<file path="src/rtl/knight_fade_if.sv">
// knight_fade_if: link between the knight flasher and its fade/PWM output stage.
//   step  : one-cycle pulse, the flasher pattern advanced this cycle
//   pat   : WIDTH-bit head pattern, meaningful only while step=1
//   led   : WIDTH-bit PWM drive back from the fade stage, active-high
//   frame : one-cycle pulse at the start of each PWM period, aligned with led
// Modports: master = flasher side (drives step/pat), slave = fade stage.
interface knight_fade_if #(
  parameter int unsigned WIDTH = 8
);
  logic             step;
  logic [WIDTH-1:0] pat;
  logic [WIDTH-1:0] led;
  logic             frame;

  modport master (
    output step,
    output pat,
    input  led,
    input  frame
  );

  modport slave (
    input  step,
    input  pat,
    output led,
    output frame
  );
endinterface

</file>
<file path="src/rtl/knight_fade.sv">
// knight_fade: per-LED brightness/PWM stage downstream of the knight flasher.
//
// Lit pattern bits jump their LED to full brightness; unlit LEDs decay by a right shift
// per applied step, which leaves a fading trail behind the scanner head. Level changes
// are only committed on the last cycle of a PWM period so a period never glitches.
//
// Ports:
//   ck     : clock
//   res_n  : asynchronous active-low reset
//   bus    : knight_fade_if.slave (step/pat in, led/frame out)
//
// Parameters:
//   WIDTH       : number of LEDs
//   BW          : brightness/PWM resolution in bits, MAX = 2^BW-1, period = MAX cycles
//   DECAY_SHIFT : right shift applied to an unlit LED per applied step (1..BW)
//
// Build option:
//   KNIGHT_FADE_GAMMA_EN : when defined, duty = (level*(level+1)) >> BW instead of
//                          duty = level; timing is identical in both builds.
module knight_fade #(
  parameter int unsigned WIDTH       = 8,
  parameter int unsigned BW          = 4,
  parameter int unsigned DECAY_SHIFT = 1
) (
  input logic          ck,
  input logic          res_n,
  knight_fade_if.slave bus
);

  localparam logic [BW-1:0] MAX      = {BW{1'b1}};
  localparam logic [BW-1:0] CNT_LAST = {{(BW-1){1'b1}}, 1'b0};
  localparam logic [BW-1:0] CNT_ONE  = {{(BW-1){1'b0}}, 1'b1};

  if ((DECAY_SHIFT < 1) || (DECAY_SHIFT > BW)) begin : g_bad_shift
    $error("knight_fade: DECAY_SHIFT must lie in 1..BW");
  end

  // ---------------------------------------------------------------------------
  // State
  // ---------------------------------------------------------------------------
  logic [BW-1:0]             r_pwm_cnt;
  logic                      r_pending;
  logic [WIDTH-1:0]          r_pend_pat;
  logic [WIDTH-1:0][BW-1:0]  r_level;
  logic [WIDTH-1:0]          r_led;
  logic                      r_frame;

  // ---------------------------------------------------------------------------
  // Next-state / combinational signals
  // ---------------------------------------------------------------------------
  logic                      w_wrap;
  logic                      w_apply;
  logic [WIDTH-1:0]          w_eff_pat;
  logic [BW-1:0]             w_pwm_cnt_d;
  logic                      w_pending_d;
  logic [WIDTH-1:0]          w_pend_pat_d;
  logic [WIDTH-1:0][BW-1:0]  w_level_d;
  logic [WIDTH-1:0][BW-1:0]  w_duty;
  logic [WIDTH-1:0]          w_led_d;
  logic                      w_frame_d;

  // Last cycle of the PWM period; the only cycle on which levels may change.
  assign w_wrap = (r_pwm_cnt == CNT_LAST);

  // A step arriving on the wrap cycle itself is applied immediately rather than parked.
  assign w_eff_pat = bus.step ? bus.pat : r_pend_pat;
  assign w_apply   = w_wrap && (bus.step || r_pending);

  // PWM counter: 0..MAX-1 then back to 0.
  always_comb begin
    w_pwm_cnt_d = r_pwm_cnt + CNT_ONE;
    if (w_wrap) begin
      w_pwm_cnt_d = '0;
    end
  end

  // Step capture: the last step seen in a period is the one that gets applied.
  always_comb begin
    w_pending_d  = r_pending;
    w_pend_pat_d = r_pend_pat;
    if (w_wrap) begin
      w_pending_d = 1'b0;
    end else if (bus.step) begin
      w_pending_d  = 1'b1;
      w_pend_pat_d = bus.pat;
    end
  end

  // Level update: lit bits go to MAX, unlit bits decay; the shift floors at zero.
  always_comb begin
    w_level_d = r_level;
    if (w_apply) begin
      for (int i = 0; i < int'(WIDTH); i++) begin
        w_level_d[i] = w_eff_pat[i] ? MAX : (r_level[i] >> DECAY_SHIFT);
      end
    end
  end

  // ---------------------------------------------------------------------------
  // Duty mapping
  // ---------------------------------------------------------------------------
`ifdef KNIGHT_FADE_GAMMA_EN
  // Approximate square law; the product fits in 2*BW+1 bits before truncation.
  logic [WIDTH-1:0][2*BW:0] w_prod;

  always_comb begin
    w_prod = '0;
    w_duty = '0;
    for (int i = 0; i < int'(WIDTH); i++) begin
      w_prod[i] = {{(BW+1){1'b0}}, r_level[i]} *
                  ({{(BW+1){1'b0}}, r_level[i]} + {{(2*BW){1'b0}}, 1'b1});
      w_duty[i] = BW'(w_prod[i] >> BW);
    end
  end
`else
  always_comb begin
    w_duty = r_level;
  end
`endif

  // ---------------------------------------------------------------------------
  // Output decode: registered, one cycle behind pwm_cnt
  // ---------------------------------------------------------------------------
  always_comb begin
    w_led_d = '0;
    for (int i = 0; i < int'(WIDTH); i++) begin
      w_led_d[i] = (r_pwm_cnt < w_duty[i]);
    end
    w_frame_d = (r_pwm_cnt == '0);
  end

  // ---------------------------------------------------------------------------
  // Registers
  // ---------------------------------------------------------------------------
  always_ff @(posedge ck or negedge res_n) begin
    if (!res_n) begin
      r_pwm_cnt  <= '0;
      r_pending  <= 1'b0;
      r_pend_pat <= '0;
      r_level    <= '0;
    end else begin
      r_pwm_cnt  <= w_pwm_cnt_d;
      r_pending  <= w_pending_d;
      r_pend_pat <= w_pend_pat_d;
      r_level    <= w_level_d;
    end
  end

  always_ff @(posedge ck or negedge res_n) begin
    if (!res_n) begin
      r_led   <= '0;
      r_frame <= 1'b0;
    end else begin
      r_led   <= w_led_d;
      r_frame <= w_frame_d;
    end
  end

  assign bus.led   = r_led;
  assign bus.frame = r_frame;

endmodule

</file>
<file path="src/flat_wrapper.sv">
// flat-port wrapper written by rule: the top's interface ports become plain ports
module knight_fade_flat 
#(
  parameter int unsigned WIDTH       = 8,
  parameter int unsigned BW          = 4,
  parameter int unsigned DECAY_SHIFT = 1
)
  (ck, res_n, bus_step, bus_pat, bus_led, bus_frame);
  knight_fade_if #(.WIDTH(WIDTH)) bus_i ();
  input logic ck;
  input logic res_n;
  input wire logic [$bits(bus_i.step)-1:0] bus_step;
  input wire logic [$bits(bus_i.pat)-1:0] bus_pat;
  output wire logic [$bits(bus_i.led)-1:0] bus_led;
  output wire logic [$bits(bus_i.frame)-1:0] bus_frame;
  assign bus_i.step = bus_step;
  assign bus_i.pat = bus_pat;
  assign bus_led = bus_i.led;
  assign bus_frame = bus_i.frame;
  knight_fade #(.WIDTH(WIDTH), .BW(BW), .DECAY_SHIFT(DECAY_SHIFT)) u_core (.ck(ck), .res_n(res_n), .bus(bus_i));
endmodule
</file>
<file path="config.mk">
export PLATFORM = sky130hd
export DESIGN_NAME = knight_fade_flat
export DESIGN_NICKNAME = d
export VERILOG_FILES = /design/src/rtl/knight_fade_if.sv /design/src/rtl/knight_fade.sv /design/src/flat_wrapper.sv
export SDC_FILE = /design/constraint.sdc
export NUM_CORES = 1
export LEC_CHECK = 0
export CAP_MARGIN = 20
export CORE_UTILIZATION = 40
export CTS_CLUSTER_SIZE = 24
export DETAILED_ROUTE_END_ITERATION = 7
export PLACE_DENSITY = 0.57
export SLEW_MARGIN = 20
export SYNTH_ARGS = -nofsm -noshare
export SYNTH_HDL_FRONTEND = slang
export SYNTH_SLANG_ARGS = --single-unit
</file>
<file path="constraint.sdc">
create_clock -name ck -period 4.45 [get_ports ck]
set_clock_uncertainty 0.15 [all_clocks]
set_input_delay 1.335 -clock ck [delete_from_list [all_inputs] [get_ports ck]]
set_output_delay 1.335 -clock ck [all_outputs]
set_load 0.05 [all_outputs]
</file>
==> impl_metrics.json <==
{
  "status": "finished clean",
  "crit_arrival_ns": 3.06,
  "io_pins": 20,
  "synth_ff_type": "dfrtp_1",
  "setup_viol": 0,
  "grt_antenna_before_repair": 0,
  "yosysMostFrequentCell": "dfrtp_1",
  "overflow": 0,
  "grt_pass1_wl_um": 9630,
  "cts_hold_buf": 0,
  "grt_pass1_vias": 1866,
  "clkPwrFrac_pct": 27.3,
  "cp_slowest_stage_delay_ns": 0.80,
  "viasPerCell": 5.09,
  "r2r_end": "u_core.r_level[4]",
  "wl_per_cell_um": 14.7,
  "synthDominantCellAreaShare_pct": 48.1,
  "routabilityCongestion": 0.702,
  "pwr-share-seq_pct": 56.8,
  "fin_setup_tns_ns": 0,
  "r2r-start": "u_core.r_pwm_cnt[0]",
  "endpoint": "u_core.r_level[4]",
  "die_h_um": 85.8,
  "drtIter0Drc": 109,
  "synth_edf_count": 0,
  "ff2ff_setup_slack_ns": 2.21,
  "async_flop_share_pct": 100,
  "hpwl_um": 3350,
  "root_buffer": "clkbuf_8",
  "path_buf_inv": 2,
  "p_switching_uw": 256,
  "antenna_cells": 0,
  "start_kind": "primary input",
  "post_dp_cell_area_mm2": 0.00306,
  "grt_max_degree": 42,
  "syn_avg_cell_area_um2": 10.7,
  "syn_to_final_growth_pct": 11.7,
  "antenna_left": 0,
  "start_util_pct": 41.3,
  "cts_setup_buffers": 0,
  "fp-row-count": 30,
  "p_comb_share_pct": 15.8,
  "clkTransAtPathRegs_ns": 0.09,
  "critical_path_required_ns": 4.44,
  "swShare_pct": 26.8,
  "synth-seq-cells": 54,
  "fin_crit_sh_pct": 68.9,
  "gr-usage-met3_pct": 2.89,
  "whs_ns": 0.359,
  "relSlewSlack_pct": 32.1,
  "htreeDepth": 2,
  "power_density_mw_per_mm2": 304,
  "remaining_drc_errors": 0,
  "crit_start": "bus_step",
  "synth_area_leader_cell": "dfrtp_1",
  "final_layout_size_suffix_gt1_share_pct": 21.3,
  "synthCells": 262,
  "fp.dieW_um": 85.8,
  "yosysSeqAreaShare_pct": 48.1,
  "die_area_mm2": 0.00736,
  "core_area_mm2": 0.00679,
  "fmax_mhz": 326,
  "yosys_warnings": 0,
  "io_buffers": 19,
  "rsz0062_at_grt": "no",
  "stdcell_area_mm2": 0.00314,
  "clock-sinks": 54,
  "cts_resized": 0,
  "min_path_cells": 1,
  "cts_made_buffers": 5,
  "maxCapViolations": 0,
  "use_met1_pct": 24.6,
  "finalMaxSlewViolations": 0,
  "grtUsageMet2_pct": 26.8,
  "cpMaxStageDelayCell": "or2_2",
  "wl_um": 5490,
  "worstSetupPathDepth": 5,
  "yosysUniqueCellTypes": 22,
  "tightest_slew_ns": 1.02,
  "crit_fanout": 32,
  "vdd_ir_drop_max_uv": 145,
  "p_leak_uw": 0.00138,
  "grt_usage_pct": 17.1,
  "num_vias": 1899,
  "hold_path.class": "flop to flop",
  "fin_total_pwr_uw": 955,
  "synth_commonest_cells": "54 x dfrtp_1, 24 x a21oi_2, 24 x ha_1, 24 x inv_1, 17 x nor4_1",
  "post-route-min-period_ns": 3.06,
  "p_int_uw": 699,
  "syn_nets": 297,
  "insertion_delay_ns": 0.30,
  "hold_viol": 0,
  "cts_buffer_depth": 2,
  "path_class": "primary input to flop",
  "dr.pass1.iters": 4,
  "worstPathCellList": "clkdlybuf4s50_1 > buf_4 > nor2_2 > or2_2 > o21ai_0",
  "cts_tree": "done",
  "grt_busiest_layer": "met2",
  "hold_start": "u_core.r_pend_pat[7]",
  "worstRegToRegCells": 3,
  "end_kind": "flop",
  "syn_area_mm2": 0.00281,
  "crit_family": "simple AND/OR/NAND/NOR gates",
  "synth_area_leaders": "dfrtp_1 48%, ha_1 11%, a21oi_2 7.5%, mux2_2 6.4%, nor4_1 3.8%",
  "nFillCells": 651,
  "fin_nets": 312
}
==> final cells by class <==
class | instances | area, um2 | share of cell area [%]
flip-flops and latches | 54 | 1350 | 43.1
multi-input cells | 169 | 1280 | 40.9
repair buffers | 23 | 215 | 6.86
well taps | 96 | 120 | 3.83
inverters | 24 | 90.1 | 2.87
clock buffers | 7 | 76.3 | 2.43
==> per-layer routing <==
layer / up-vias / part of all wire, %
met2: 29 / 44
met1: 926 / 52
met3: 2 / 4.0
li1: 942 / -
met4: 0 / 0.55
met5: - / 0
==> stage by stage <==
| stage | utilization [%] | setup slack, ns | std cells |
|---|---|---|---|
| after floorplan | - | 1.94 | 262 |
| after global placement | 45.1 | 1.07 | 366 |
| after detailed placement | 45.1 | 1.04 | 366 |
| after CTS | 46.2 | 1.37 | 373 |
| after global routing | 46.2 | 1.26 | 373 |
| final | 46.2 | 1.39 | 373 |
==> worst min path at each step <==
stage	to
detailed placement	u_core.r_pending
global route	u_core.r_pend_pat[1]
floorplan	u_core.r_pending
finish	u_core.r_pend_pat[7]
global placement	u_core.r_pending
CTS	u_core.r_pending
==> registers in the layout (all words and copies together) (netlist names) <==
| name | count |
|---|---|
| u_core.r_pwm_cnt | 4 |
| u_core.bus.frame | 1 |
| u_core.r_pend_pat | 8 |
| u_core.r_level | 32 |
| u_core.bus.led | 8 |
| u_core.r_pending | 1 |
==> worst reg2reg max path, cell delays in order (launching register included) <==
cell,delay (ns)
dfrtp_1,0.67
nand4b_2,0.24
or2_2,0.81
o21ai_0,0.21
==> power groups by stage <==
stage / Clock, uW / Sequential, uW / Combinational (uW)
after floorplan: 0 / 570 / 83.4
after global placement: 0 / 551 / 150
after detailed placement: 0 / 552 / 152
after CTS: 271 / 543 / 153
after global routing: 289 / 548 / 171
final: 261 / 543 / 151
==> cells in the final DEF (no fill, tap or decap) <==
cell	instances
dfrtp_1	54
inv_1	24
a21oi_2	24
ha_1	24
clkdlybuf4s50_1	18
nor4_1	17
a21oi_1	16
mux2_2	16
nand2_1	14
o21ai_0	13
nand2b_1	9
o21a_1	9
nor2_1	8
nor3_1	8
o21ai_2	6
clkbuf_8	5
buf_4	4
clkbuf_1	2
mux2i_1	1
a31oi_1	1
nand4b_2	1
nor2_2	1
or2_2	1
buf_2	1
==> logic make-up after synthesis <==
logic type	Yosys count	share of synthesized area (%)
buffers and inverters	39	6.24
muxes	17	6.77
DFF	54	48.1
and+or+nand+nor	59	11.0
AOI/OAI and AO/OA	69	17.1
adders and majority gates	24	10.7
Note: power is estimated with default switching activity, not from simulation.
